**src/rtl/reg_dump_reader.sv**
```systemverilog
// Register-file dump engine: walks a masked set of the 16 registers and streams
// each one as a 5-byte frame. Define REG_DUMP_CHECKSUM_EN to append an XOR checksum byte.
module reg_dump_reader #(
  parameter logic [3:0] HDR_TAG = 4'hA
) (
  input  logic        clock,
  input  logic        reset_n,
  input  logic        start,
  input  logic [15:0] mask,
  output logic [3:0]  rd_addr,
  input  logic [31:0] rd_data,
  output logic [7:0]  out_data,
  output logic        out_valid,
  input  logic        out_ready,
  output logic        busy,
  output logic        done
);

  typedef enum logic [2:0] {
    IDLE,
    SCAN,
    SEND,
`ifdef REG_DUMP_CHECKSUM_EN
    TRAIL,
`endif
    DONE
  } state_t;

  state_t      state;
  logic [15:0] mask_q;
  logic [3:0]  idx;
  logic [2:0]  cnt;
  // out_data is the top byte of the frame; sh holds the remaining 32 bits
  logic [31:0] sh;
  logic        acc;

  assign acc     = out_valid && out_ready;
  assign rd_addr = idx;

`ifdef REG_DUMP_CHECKSUM_EN
  logic [7:0] csum;
  logic [7:0] csum_nx;
  assign csum_nx = acc ? (csum ^ out_data) : csum;
`endif

  always_ff @(posedge clock or negedge reset_n) begin
    if (!reset_n) begin
      state     <= IDLE;
      mask_q    <= '0;
      idx       <= '0;
      cnt       <= '0;
      sh        <= '0;
      out_data  <= '0;
      out_valid <= 1'b0;
      busy      <= 1'b0;
      done      <= 1'b0;
`ifdef REG_DUMP_CHECKSUM_EN
      csum      <= '0;
`endif
    end else begin
      case (state)
        IDLE: begin
          done <= 1'b0;
          if (start) begin
            mask_q <= mask;
            idx    <= '0;
            cnt    <= '0;
            busy   <= 1'b1;
            state  <= SCAN;
`ifdef REG_DUMP_CHECKSUM_EN
            csum   <= '0;
`endif
          end
        end
        SCAN: begin
          if (mask_q[idx]) begin
            // snapshot taken here; later register writes cannot reach the frame
            out_data  <= {HDR_TAG, idx};
            sh        <= rd_data;
            out_valid <= 1'b1;
            state     <= SEND;
          end else if (idx == 4'd15) begin
`ifdef REG_DUMP_CHECKSUM_EN
            out_data  <= csum;
            out_valid <= 1'b1;
            state     <= TRAIL;
`else
            done      <= 1'b1;
            state     <= DONE;
`endif
          end else begin
            idx <= idx + 4'd1;
          end
        end
        SEND: begin
          if (acc) begin
`ifdef REG_DUMP_CHECKSUM_EN
            csum <= csum_nx;
`endif
            if (cnt == 3'd4) begin
              cnt <= '0;
              if (idx == 4'd15) begin
`ifdef REG_DUMP_CHECKSUM_EN
                out_data  <= csum_nx;
                state     <= TRAIL;
`else
                out_data  <= '0;
                out_valid <= 1'b0;
                done      <= 1'b1;
                state     <= DONE;
`endif
              end else begin
                out_data  <= '0;
                out_valid <= 1'b0;
                idx       <= idx + 4'd1;
                state     <= SCAN;
              end
            end else begin
              cnt      <= cnt + 3'd1;
              out_data <= sh[31:24];
              sh       <= {sh[23:0], 8'h00};
            end
          end
        end
`ifdef REG_DUMP_CHECKSUM_EN
        TRAIL: begin
          if (acc) begin
            out_data  <= '0;
            out_valid <= 1'b0;
            done      <= 1'b1;
            state     <= DONE;
          end
        end
`endif
        DONE: begin
          done  <= 1'b0;
          busy  <= 1'b0;
          state <= IDLE;
        end
        default: state <= IDLE;
      endcase
    end
  end

endmodule

```
**config.mk**
```make
export PLATFORM = sky130hd
export DESIGN_NAME = reg_dump_reader
export DESIGN_NICKNAME = d
export VERILOG_FILES = /design/src/rtl/reg_dump_reader.sv
export SDC_FILE = /design/constraint.sdc
export NUM_CORES = 1
export LEC_CHECK = 0
export BUFFER_PORTS_ARGS = -buffer_cell sky130_fd_sc_hd__buf_4
export CAP_MARGIN = 20
export CORE_ASPECT_RATIO = 1.75
export CORE_MARGIN = 1.5
export CORE_UTILIZATION = 35
export CTS_BUF_LIST = sky130_fd_sc_hd__clkbuf_4 sky130_fd_sc_hd__clkbuf_8 sky130_fd_sc_hd__clkbuf_16
export CTS_CLUSTER_DIAMETER = 80
export DETAILED_ROUTE_END_ITERATION = 8
export PLACE_DENSITY = 0.66
export SETUP_SLACK_MARGIN = 0.15
export SLEW_MARGIN = 20
export SYNTH_ARGS = -nofsm -noshare
export SYNTH_HDL_FRONTEND = slang
export SYNTH_SLANG_ARGS = --single-unit
```
**constraint.sdc**
```tcl
create_clock -name clock -period 4.1 [get_ports clock]
set_input_delay 0.82 -clock clock [delete_from_list [all_inputs] [get_ports clock]]
set_output_delay 0.82 -clock clock [all_outputs]
set_load 0.01 [all_outputs]
```
Word level (Yosys, flattened, before mapping)
Index checks and enable logic that the tools add are counted.
- bits in registers: 69
- input port bits: 52
- output and inout bits: 15
- word-level logic and storage cells: 79
- add/subtract/negate cells: 2
- magnitude comparators: 1
- equal/unequal tests: 12
- muxes and demuxes: 38
- reduce and logical (&&, ||, !) cells: 17
- operators by type and width (operator ; number):
    $mux W32 ; 3
    $pmux W32 S2 ; 1
    $mux W3 ; 8
    $mux W8 ; 3
    $mux W4 ; 5
    $pmux W8 S2 ; 1
    $reduce_and A4 Y1 ; 4
    $ne A2 B2 Y1 const B ; 6
    $pmux W4 S3 ; 1
    $mux W1 ; 9
    $pmux W3 S3 ; 1
    $eq A3 B2 Y1 const B ; 2
    $pmux W3 S2 ; 1
    $reduce_and A3 Y1 ; 2
    $reduce_bool A2 Y1 ; 3
    $reduce_bool A3 Y1 ; 2
    $lt A4 B5 Y1 const B ; 1
    $reduce_and A5 Y1 ; 1
    $add A4 B1 Y4 const B ; 1
    $bmux W1 S4 ; 1
    $eq A4 B4 Y1 const B ; 1
    $pmux W1 S2 ; 2
    $reduce_and A2 Y1 ; 2
    $add A3 B1 Y3 const B ; 1
    8 further kinds ; 8

Logic depth before layout (Yosys ltp)
- depth in word-level cells: 5
- gate-level depth with buffers: 8
- depth with buffers taken out: 7

Worst setup path before layout
No wires, ideal clock.
- path kind: reg-to-reg
- start: register idx[0], in the netlist rd_addr[0]
- end: register idx[0], in the netlist rd_addr[0]
- setup time: 0.121 ns
- arrival time: 1.912 ns
- data required time: 3.979 ns
- path slack: 2.067 ns
- cell stages (with the launch flop): 7
- period minus slack after synthesis: 2.033 ns
- path through: dfrtp_1 > buf_6 > mux4_2 > mux2_4 > o211ai_4 > nand3_2 > a22o_1
- longest elaborated chain between the ends: 5
- elaborated cells between the ends (all ways): 11
- classes of those cells: 1 x add/sub; 2 x eq/ne; 7 x mux; 1 x reduce/logical
- ends and longest elaborated chain (item ; RTL line ; source):
    start: declaration ; 31 ; logic [3:0] idx;
    start signal: assignment ; 92 ; idx <= idx + 4'd1;
    start signal: assignment ; 115 ; idx <= idx + 4'd1;
    $add A4 B1 Y4 or $eq A4 B4 Y1 (tied branches) ; - ;
    $mux W4 ; 82, 102 ;
    $mux W4 ; 100 ; if (cnt == 3'd4) begin
    $mux W4 ; 96 ; if (acc) begin
    $pmux W4 S3 ; 61 ; case (state)
Several ways; a longest one is shown, not always the timed one. The select of a mux whose other input is x is not followed.
A chain may end at the register's enable or synchronous reset.

Final worst setup path
- start: register state[0]
- end: register sh[13]
- longest elaborated chain between the ends: 3
- elaborated cells between the ends (all ways): 8
- classes of those cells: 5 x eq/ne; 1 x mux; 2 x reduce/logical
- ends and longest elaborated chain (item ; RTL line ; source):
    start: declaration ; 29 ; state_t state;
    start signal: assignment ; 48 ; state <= IDLE;
    start signal: assignment ; 69 ; state <= SCAN;
    start signal: assignment ; 81 ; state <= SEND;
    $eq A3 B2 Y1 or $eq A3 B1 Y1 (tied branches) ; 61 ;
    $ne A2 B2 Y1 (no line) or $reduce_bool A2 Y1 (tied branches) ; - ;
    $reduce_and A4 Y1 (no line) ; - ;
    end signal: assignment ; 79 ; sh <= rd_data;
    end signal: assignment ; 121 ; sh <= {sh[23:0], 8'h00};
    end: declaration ; 34 ; logic [31:0] sh;
Several ways; a longest one is shown, not always the timed one.

==> impl_metrics.toml <==
[clock_network]
root_buffer = "clkbuf_16"
clock_path_buffers = 2
cts_tree = "yes"
cts_resized = 0
clk_latency_ps = 330
h-tree-depth = 3
post_cts_buffers = 0
holdBufCountCts = 0
clkTransAtPathRegs_ps = 60
numCtsBuffers = 9
cts.sinks = 68

[hold_path]
holdPathStages = 1
hold_path_end = "out_data[0]"
min_path_type = "register to register"
hp-start = "out_data[0]"

[placed_design]
io_buffers = 66
routabilityCongestion = 0.746
dpl_cell_area_sq_mm = 0.00396
hpwl_um = 5260
place_inst = 472

[floorplanning]
start_util_pct = 35.7
coreArea_sq_mm = 0.00941
core.rowCount = 47
ios = 67
die_w_um = 77.0
die_area_sq_mm = 0.0102
die_height_um = 133

[logic_synthesis]
synth_area_leaders = "dfrtp_1 51%, mux2i_1 9.0%, mux2_2 5.4%"
ys_warn_count = 0
synth-seq-area-share_pct = 50.7
synth-edff-count = 0
syn_area_sq_mm = 0.00335
synth_cell_types = 41
postSynthAreaPerCell_sq_um = 11.3
ys.flop_type = "dfrtp_1"
synthArstFlopShare_pct = 100
synth_top_area_share_pct = 50.7
yosysTopAreaCell = "dfrtp_1"
synth_nets = 356
synth_seq_cells = 68
syn_inst = 297

[drt]
drt_wl_total_um = 7440
routed-via-count = 2463
viasPerCell = 5.05
routedWlPerCell_um = 15.2
drt-pass1-iter-count = 4
drc = 0
ant_nets = 0
dr.first_iter.drc_count = 111

[power]
p_leak_nw = 1.92
power.density_mw_per_mm2 = 814
power.total_mw = 3.51
ir_worst_vdd_v = 0.000393

[critical_path]
worstRegToRegCells = 8
cp_slowest_cell = "dfrtp_1"
required_ps = 4350
r2r_slack_ps = 1610
start_kind = "register"
slowest_delay_ps = 450
end_kind = "register"
rr_startpoint = "state[0]"
worstPathCellList = "inv_1 -> ha_2 -> a21boi_2 -> nand3_1 -> a221oi_4 -> buf_4 -> nor2_1 -> a21oi_1"
crit_type = "register to register"
reg2reg_to = "sh[13]"
worst-endpoint-arrival_ps = 2740
cp_max_fo = 50

[global_routing]
grt_pass1_wl_um = 12300
antenna_found_initial = 0
grt_max_degree = 69
grt_pass1_vias = 2549
grt_remaining_overflow = 0
track_usage_pct = 15.6

[timing]
min_period_ps = 2490
maxSlewViolCount = 0
setup_violations = 0
worstMarginPinSlew_ps = 868
fin_tns_setup_ps = 0
fin_crit_sh_pct = 60.7
hold_violations = 0
worst_hold_slack_ps = 495
clock-skew-final_ps = 5.48
relSlewSlack_pct = 42.1
clock.fmax_mhz = 402
rsz0062_at_grt = "false"

[final_layout]
layout.cells.non_filler = 488
final_area_sq_mm = 0.00431
area_growth_pct = 28.5
drive_above_1_share_pct = 31.4
nets = 420
antennaDiodeCount = 0
final_cell_mix = "68 x dfrtp_1, 68 x buf_4, 33 x nor2_1"

[status]
outcome = "finished clean"

[run]
maxCapViolCount = 0
## power by group
group | total [mW] | switching [mW] | leakage (nW) | internal (mW)
Clock | 0.894 | 0.285 | 0.169 | 0.610
Combinational | 1.45 | 0.766 | 0.933 | 0.686
Sequential | 1.16 | 0.194 | 0.814 | 0.969
Total | 3.51 | 1.24 | 1.92 | 2.27
## critical path: cells and delay by family (launching register included)
kind / cells / cell delay [ps]
compound gates: 3 / 860
buf+inv: 2 / 560
flops: 1 / 450
simple gates: 2 / 330
fa+ha+maj: 1 / 180
## kinds of logic (layout without fill, tap and decap cells)
logic type	after synthesis	in the layout	synth area share [%]
AND/OR/NAND/NOR	75	75	10.1
flip-flops	68	68	50.7
AO/OA/AOI/OAI	65	65	13.7
multiplexers	56	56	19.5
buffers and inverters	26	95	3.32
adder cells (fa/ha/maj)	7	7	2.61
## worst max-delay path by stage
stage,start,end,cells past startpoint
after floorplan,rd_addr[0],rd_addr[0],6
after global routing,state[0],sh[31],8
after CTS,state[0],sh[13],8
after detailed placement,state[0],sh[13],8
final,state[0],sh[13],8
after global placement,state[0],sh[30],8
## cell type report
class / count / area, sq um
Clock buffer: 10 / 239
Clock inverter: 6 / 111
Fill cell: 916 / 5100
Inverter: 11 / 41.3
Multi-Input combinational cell: 203 / 1560
Sequential cell: 68 / 1700
Tap cell: 122 / 153
Timing Repair Buffer: 68 / 510
## through the flow
step / utilization, % / setup slack, ps
2_1_floorplan: - / 2070
3_3_place_gp: 42.1 / 1750
3_5_place_dp: 42.1 / 1650
4_1_cts: 45.8 / 1610
5_1_grt: 45.8 / 1390
6_report: 45.8 / 1610
## metal layers
metal,track usage [%],vias up,wire (um)
met5,0,-,0
met4,10.9,0,274
met3,2.76,18,255
met2,27.7,49,4030
met1,16.3,1205,2880
li1,-,1191,-
## registers in the layout, indices dropped and copies added (netlist names)
register	count
rd_addr	4
mask_q	16
state	2
cnt	3
busy	1
done	1
out_data	8
out_valid	1
sh	32
## Yosys cell counts, types with 2 or more instances
library cell  instances
dfrtp_1              68
nor2_1               33
a21oi_1              30
mux2i_1              30
nand2_1              18
mux2_2               16
a22o_1               13
inv_1                11
clkbuf_1              7
ha_1                  7
nand3_1               7
o21ai_0               7
buf_2                 5
nand2b_1              5
mux2_1                4
mux4_2                4
a31oi_1               2
and3_1                2
buf_1                 2
nor2b_1               2
nor3_1                2
o211ai_4              2
o21ai_1               2
No activity file was read; power rests on OpenSTA's default activity.
